--- src/rtl/fetch_pkg.sv ---
// fetch_pkg: types and helpers shared by the instruction-fetch stage.
//   fetch_state_e : BOOT -> RUN -> HALT state encoding
//   NOP_INSTR     : word placed into IF/ID when a bubble is inserted
//   addr_ok()     : fetch-address legality (word aligned and inside memory)
package fetch_pkg;

    typedef enum logic [1:0] {
        ST_BOOT = 2'd0,
        ST_RUN  = 2'd1,
        ST_HALT = 2'd2
    } fetch_state_e;

    localparam logic [31:0] NOP_INSTR     = 32'h0000_0000;
    localparam logic [31:0] DEF_MEM_BYTES = 32'd256;

    // A fetch address is legal when it is word aligned and lies inside
    // the instruction memory.
    function automatic logic addr_ok(input logic [31:0] addr,
                                     input logic [31:0] mem_bytes);
        return (addr[1:0] == 2'b00) && (addr < mem_bytes);
    endfunction

endpackage

--- src/rtl/ifid_reg.sv ---
// ifid_reg: IF/ID pipeline register.
//   clk, rst_n   : clock, synchronous active-low reset
//   i_load       : capture i_instr/i_pc as a valid instruction
//   i_bubble     : replace contents with NOP, valid=0 (wins over i_load)
//   i_instr/i_pc : word and address being fetched this cycle
//   o_instr/o_pc/o_pc4/o_valid : registered IF/ID contents
// With neither control asserted the register holds.
module ifid_reg
    import fetch_pkg::*;
#(
    parameter logic [31:0] NOP = NOP_INSTR
) (
    input  logic        clk,
    input  logic        rst_n,
    input  logic        i_load,
    input  logic        i_bubble,
    input  logic [31:0] i_instr,
    input  logic [31:0] i_pc,
    output logic [31:0] o_instr,
    output logic [31:0] o_pc,
    output logic [31:0] o_pc4,
    output logic        o_valid
);

    logic [31:0] r_instr;
    logic [31:0] r_pc;
    logic [31:0] r_pc4;
    logic        r_valid;

    always_ff @(posedge clk) begin
        if (!rst_n) begin
            r_instr <= NOP;
            r_pc    <= 32'h0;
            r_pc4   <= 32'h0;
            r_valid <= 1'b0;
        end else if (i_bubble) begin
            // Address fields are left as they were; consumers key off valid.
            r_instr <= NOP;
            r_valid <= 1'b0;
        end else if (i_load) begin
            r_instr <= i_instr;
            r_pc    <= i_pc;
            r_pc4   <= i_pc + 32'd4;
            r_valid <= 1'b1;
        end
    end

    assign o_instr = r_instr;
    assign o_pc    = r_pc;
    assign o_pc4   = r_pc4;
    assign o_valid = r_valid;

endmodule

--- src/rtl/fetch_stage.sv ---
// fetch_stage: instruction-fetch stage of the pipelined CPU.
//   clk, rst_n          : clock, synchronous active-low reset
//   stall               : hold PC and IF/ID
//   branch_taken/target : redirect from EX (overrides stall)
//   imem_data           : combinational word for imem_addr
//   imem_addr/enable    : instruction memory address (=PC) / enable (RUN only)
//   ifid_instr/pc/pc4/valid : IF/ID pipeline register
//   fault               : sticky illegal-fetch flag, cleared only by reset
//   fetch_count         : number of valid words written into IF/ID
// Owns PC, the BOOT/RUN/HALT sequencer and the fetch counter; the IF/ID
// register itself is the ifid_reg sub-module.
module fetch_stage
    import fetch_pkg::*;
#(
    parameter logic [31:0] RESET_PC  = 32'h0000_0000,
    parameter logic [31:0] MEM_BYTES = DEF_MEM_BYTES,
    parameter logic [31:0] NOP       = NOP_INSTR
) (
    input  logic        clk,
    input  logic        rst_n,
    input  logic        stall,
    input  logic        branch_taken,
    input  logic [31:0] branch_target,
    input  logic [31:0] imem_data,
    output logic [31:0] imem_addr,
    output logic        imem_enable,
    output logic [31:0] ifid_instr,
    output logic [31:0] ifid_pc,
    output logic [31:0] ifid_pc4,
    output logic        ifid_valid,
    output logic        fault,
    output logic [31:0] fetch_count
);

    fetch_state_e r_state;
    logic [31:0]  r_pc;
    logic         r_fault;
    logic         r_imem_en;
    logic [31:0]  r_count;

    logic [31:0]  w_pc_next4;
    logic         w_seq_end;
    logic         w_tgt_ok;
    logic         w_load;
    logic         w_bubble;

    assign w_pc_next4 = r_pc + 32'd4;
    // Next sequential word falls off the end of memory: this capture is
    // the last one before halting.
    assign w_seq_end  = (w_pc_next4 >= MEM_BYTES);
    assign w_tgt_ok   = addr_ok(branch_target, MEM_BYTES);

    // Branch bubbles the wrong-path word even when stalled; HALT keeps
    // IF/ID empty.
    assign w_load   = (r_state == ST_RUN) && !branch_taken && !stall;
    assign w_bubble = ((r_state == ST_RUN) && branch_taken) || (r_state == ST_HALT);

    always_ff @(posedge clk) begin
        if (!rst_n) begin
            r_state   <= ST_BOOT;
            r_pc      <= RESET_PC;
            r_fault   <= 1'b0;
            r_imem_en <= 1'b0;
            r_count   <= 32'h0;
        end else begin
            case (r_state)
                ST_BOOT: begin
                    // One precharge cycle; an illegal reset vector halts at once.
                    if (addr_ok(RESET_PC, MEM_BYTES)) begin
                        r_state   <= ST_RUN;
                        r_imem_en <= 1'b1;
                    end else begin
                        r_state   <= ST_HALT;
                        r_fault   <= 1'b1;
                        r_imem_en <= 1'b0;
                    end
                end
                ST_RUN: begin
                    if (branch_taken) begin
                        if (w_tgt_ok) begin
                            r_pc <= branch_target;
                        end else begin
                            r_state   <= ST_HALT;
                            r_fault   <= 1'b1;
                            r_imem_en <= 1'b0;
                        end
                    end else if (!stall) begin
                        r_count <= r_count + 32'd1;
                        if (w_seq_end) begin
                            r_state   <= ST_HALT;
                            r_fault   <= 1'b1;
                            r_imem_en <= 1'b0;
                        end else begin
                            r_pc <= w_pc_next4;
                        end
                    end
                end
                ST_HALT: begin
                    r_imem_en <= 1'b0;
                end
                default: begin
                    r_state   <= ST_HALT;
                    r_fault   <= 1'b1;
                    r_imem_en <= 1'b0;
                end
            endcase
        end
    end

    ifid_reg #(
        .NOP(NOP)
    ) u_ifid (
        .clk      (clk),
        .rst_n    (rst_n),
        .i_load   (w_load),
        .i_bubble (w_bubble),
        .i_instr  (imem_data),
        .i_pc     (r_pc),
        .o_instr  (ifid_instr),
        .o_pc     (ifid_pc),
        .o_pc4    (ifid_pc4),
        .o_valid  (ifid_valid)
    );

    assign imem_addr   = r_pc;
    assign imem_enable = r_imem_en;
    assign fault       = r_fault;
    assign fetch_count = r_count;

endmodule

--- config.mk ---
export PLATFORM = sky130hd
export DESIGN_NAME = fetch_stage
export DESIGN_NICKNAME = d
export VERILOG_FILES = /design/src/rtl/fetch_pkg.sv /design/src/rtl/ifid_reg.sv /design/src/rtl/fetch_stage.sv
export SDC_FILE = /design/constraint.sdc
export NUM_CORES = 1
export LEC_CHECK = 0
export ABC_AREA = 1
export CORE_MARGIN = 5
export CORE_UTILIZATION = 50
export CTS_BUF_LIST = sky130_fd_sc_hd__clkbuf_8
export DETAILED_ROUTE_END_ITERATION = 8
export HOLD_SLACK_MARGIN = 0.08
export PLACE_DENSITY = 0.84
export SLEW_MARGIN = 20
export SYNTH_ARGS = -nofsm -noshare
export SYNTH_HDL_FRONTEND = slang
export SYNTH_HIERARCHICAL = 1
export SYNTH_SLANG_ARGS = --single-unit
--- constraint.sdc ---
create_clock -name clk -period 2.9 [get_ports clk]
set_input_delay 0.58 -clock clk [delete_from_list [all_inputs] [get_ports clk]]
set_output_delay 0.58 -clock clk [all_outputs]
set_load 0.05 [all_outputs]
==> run_results.csv <==
group,metric,value,unit
synthesis,synth.yosys.seq_area_share,40.1,%
final_layout,layout.cells.non_filler,1687,
drt,first_pass_iters,6,
timing,tns,0,ps
outcome,status,"finished, final reports clean",
drt,drtAntennaViolNets,0,
timing,fin_worst_skew,15.4,ps
setup_path,path_cells,"nand2_1 -> nor2_1 -> nand2_1 -> nor2_4 -> nand2_1 -> nand2_1 -> nand2_1 -> nor2_1 -> nand3_1 -> nor2_1 -> nand3_2 -> nand2_4 -> nand2_4 -> nand2_1 -> nand2_1 -> nor2_1",
power_and_ir_drop,p_leak,4.44,nW
power_and_ir_drop,swShare,27.2,%
drt,vias_per_cell,5.18,
synthesis,yosysWarningCount,6,
synthesis,synth_nets,1301,
global_route,grt_max_degree,71,
floorplan,fp-row-count,46,
synthesis,synth_top_cell_by_area,"dfxtp_1",
final_layout,drive_gt1_share,6.66,%
setup_path,arrival,2990,ps
drt,routed_wl,25300,um
timing,relSlewSlack,29.8,%
timing,min_period_over_period,89.1,%
synthesis,synth_most_common_cell,"nand2_1",
final_layout,n_antenna_cell,0,
synthesis,syn_area,0.00813,mm2
drt,drt_iter0_markers,731,
synthesis,synth_ff_type,"dfxtp_1",
synthesis,ys_top_cells_by_area,"dfxtp_1, nand2_1, nor2_1",
synthesis,synth_cell_type_count,42,
power_and_ir_drop,powerDensity,442,mW/mm2
drt,top_layer,"met4",
cts,cts_tree,"built",
floorplan,start_util,51.0,%
drt,wl_met2,12100,um
final_layout,nNetsFinal,1529,
setup_path,required,3310,ps
power_and_ir_drop,power_frac_comb,12.9,%
power_and_ir_drop,p_seq_share,47.3,%
floorplan,ioPinCount,231,
cts,clk_path_buf_depth,2,
timing,setup-violations-final,0,
setup_path,cp_max_fo,32,
setup_path,critPathSlowestCell,"dfxtp_1",
drt,vias,8732,
setup_path,end_kind,"flop",
worst_hold_path,hold_path_class,"flop to flop",
worst_hold_path,worstHoldEndpoint,"fault",
cts,clock_sinks,163,
worst_hold_path,hp-start,"fault",
cts,cts.reportedPaths.clkPinSlew,90,ps
run,drv_cap,0,
setup_path,r2r_cells,16,
setup_path,r2r_end,"imem_addr[4]",
synthesis,async_flop_share,0,%
synthesis,synth_edf_count,0,
synthesis,yosysTopAreaCellShare,40.1,%
synthesis,synthTopCellsByCount,"nand2_1, nor2_1, dfxtp_1, inv_1, nand3_1",
cts,ctsHoldBuffers,0,
cts,post_cts_buffers,0,
synthesis,ys_ff_latch,163,
drt,met1_length,9630,um
timing,rsz0062_at_grt,"no",
timing,clock.fmax,387,MHz
setup_path,cp-start-kind,"flop",
cts,cts_resized,0,
drt,wl_met3,2860,um
power_and_ir_drop,p_clk_share,39.8,%
cts,root_buffer,"clkbuf_8",
timing,worstMarginPinSlew,1050,ps
floorplan,core,0.0159,mm2
setup_path,r2r_start,"imem_addr[14]",
worst_hold_path,whs_path_depth,2,
power_and_ir_drop,power_switching,1.34,mW
setup_path,crit_top_cell,"nand2_1",
global_route,antenna_found_initial,0,
floorplan,die_h,138,um
timing,fin_crit,2580,ps
synthesis,syn_inst,1230,
global_route,groute.usage.overall,27.1,%
global_route,overflow,0,
power_and_ir_drop,internal_power,3.58,mW
placement,dp.cells,1655,
placement,dpl.hpwl,18900,um
timing,hold_violations,0,
setup_path,reg2reg_slack,320,ps
global_route,grt_pass1_wl,40600,um
drt,drc,0,
final_layout,area_growth,36.9,%
setup_path,crit_type,"flop to flop",
placement,gp_congestion,0.959,
global_route,grt_pass1_vias,8334,
drt,wl_per_cell,15.0,um
cts,clkLatencyLatePin,460,ps
power_and_ir_drop,power,4.92,mW
placement,portBuffers,230,
cts,htreeDepth,4,
power_and_ir_drop,ir_drop,0.000306,V
synthesis,synth.avg_cell_area,6.61,um2
floorplan,die_w,138,um
timing,slew_viol_final,0,
setup_path,path_buf_inv,0,
floorplan,die_area,0.0189,mm2
setup_path,slowest_delay,590,ps
cts,cts_made_buffers,17,
setup_path,cpLargestDelayFamily,"simple AND/OR/NAND/NOR gates",
==> per-layer routing <==
| metal | global-route usage [%] | up-vias |
|---|---|---|
| met5 | 0 | - |
| met4 | 10.2 | 0 |
| met3 | 10.4 | 62 |
| met2 | 45.0 | 395 |
| met1 | 31.6 | 3925 |
| li1 | - | 4350 |
==> power by group through the flow <==
stage	clock network, mW	registers, mW	logic, mW
5_1_grt	2.09	2.34	0.686
2_1_floorplan	0	2.54	0.221
3_5_place_dp	0	2.38	0.638
3_3_place_gp	0	2.38	0.632
4_1_cts	1.98	2.33	0.640
6_report	1.96	2.33	0.637
==> layout make-up <==
cell class	count	area [um2]
fillers	1365	4810
multi-input cells	873	4070
flip-flops and latches	163	3260
repair buffers	252	2490
inverters	151	569
well taps	216	270
clock buffers	18	248
clock inverters	14	223
==> registers in the layout, summed over array words and instances (netlist names) <==
register	cells
fault	1
fetch_count	32
imem_addr	32
imem_enable	1
r_state	2
u_ifid/o_instr	32
u_ifid/o_pc	32
u_ifid/o_pc4	30
u_ifid/o_valid	1
==> through the flow <==
stage,area [um2],setup slack (ps),util [%],hold WS [ps]
floorplan,8130,302,-,457
global placement,10700,186,66.8,438
detailed placement,10700,115,66.8,442
CTS,11100,322,69.8,456
global route,11100,12.0,69.8,482
finish,11100,317,69.8,456
==> placed cells by master, fill, tap and decap left out, drive strengths merged, types with 5 or more instances in the layout <==
cell type	n
xnor2	5
nand3b	9
dfxtp	163
bufinv	5
a21oi	66
a211oi	11
nor2	210
buf	23
nand3	96
a31oi	5
nor4	7
o21ai	40
clkdlybuf4s50	229
clkbuf	18
nor3	26
nand4	16
xor2	6
inv	154
nand2	349
==> worst max-delay path by stage <==
stage,from,to,slack (ps),depth (start not counted)
finish,imem_addr[14],imem_addr[4],320,16
global route,imem_addr[14],imem_addr[6],10,16
CTS,imem_addr[9],imem_addr[9],320,1
detailed placement,branch_taken,fetch_count[25],120,13
global placement,branch_taken,fetch_count[30],190,12
floorplan,imem_addr[3],imem_addr[10],300,15
==> logic make-up (layout without fill, tap and decap cells) <==
family	Yosys count	in the layout	share of synthesized area, %
adders and majority gates	3	3	0.462
muxes	1	1	0.123
buffers and inverters	194	435	9.85
AOI/OAI and AO/OA	136	136	9.33
DFF	163	163	40.1
and+or+nand+nor	722	722	38.9
xor gates and xnor gates	11	11	1.18
==> worst reg2reg max path, delay by kind of cell (launching register included) <==
kind             cells  cell delay [ps]
and+or+nand+nor     16             1930
DFF                  1              590
(Power assumes the default switching activity.)
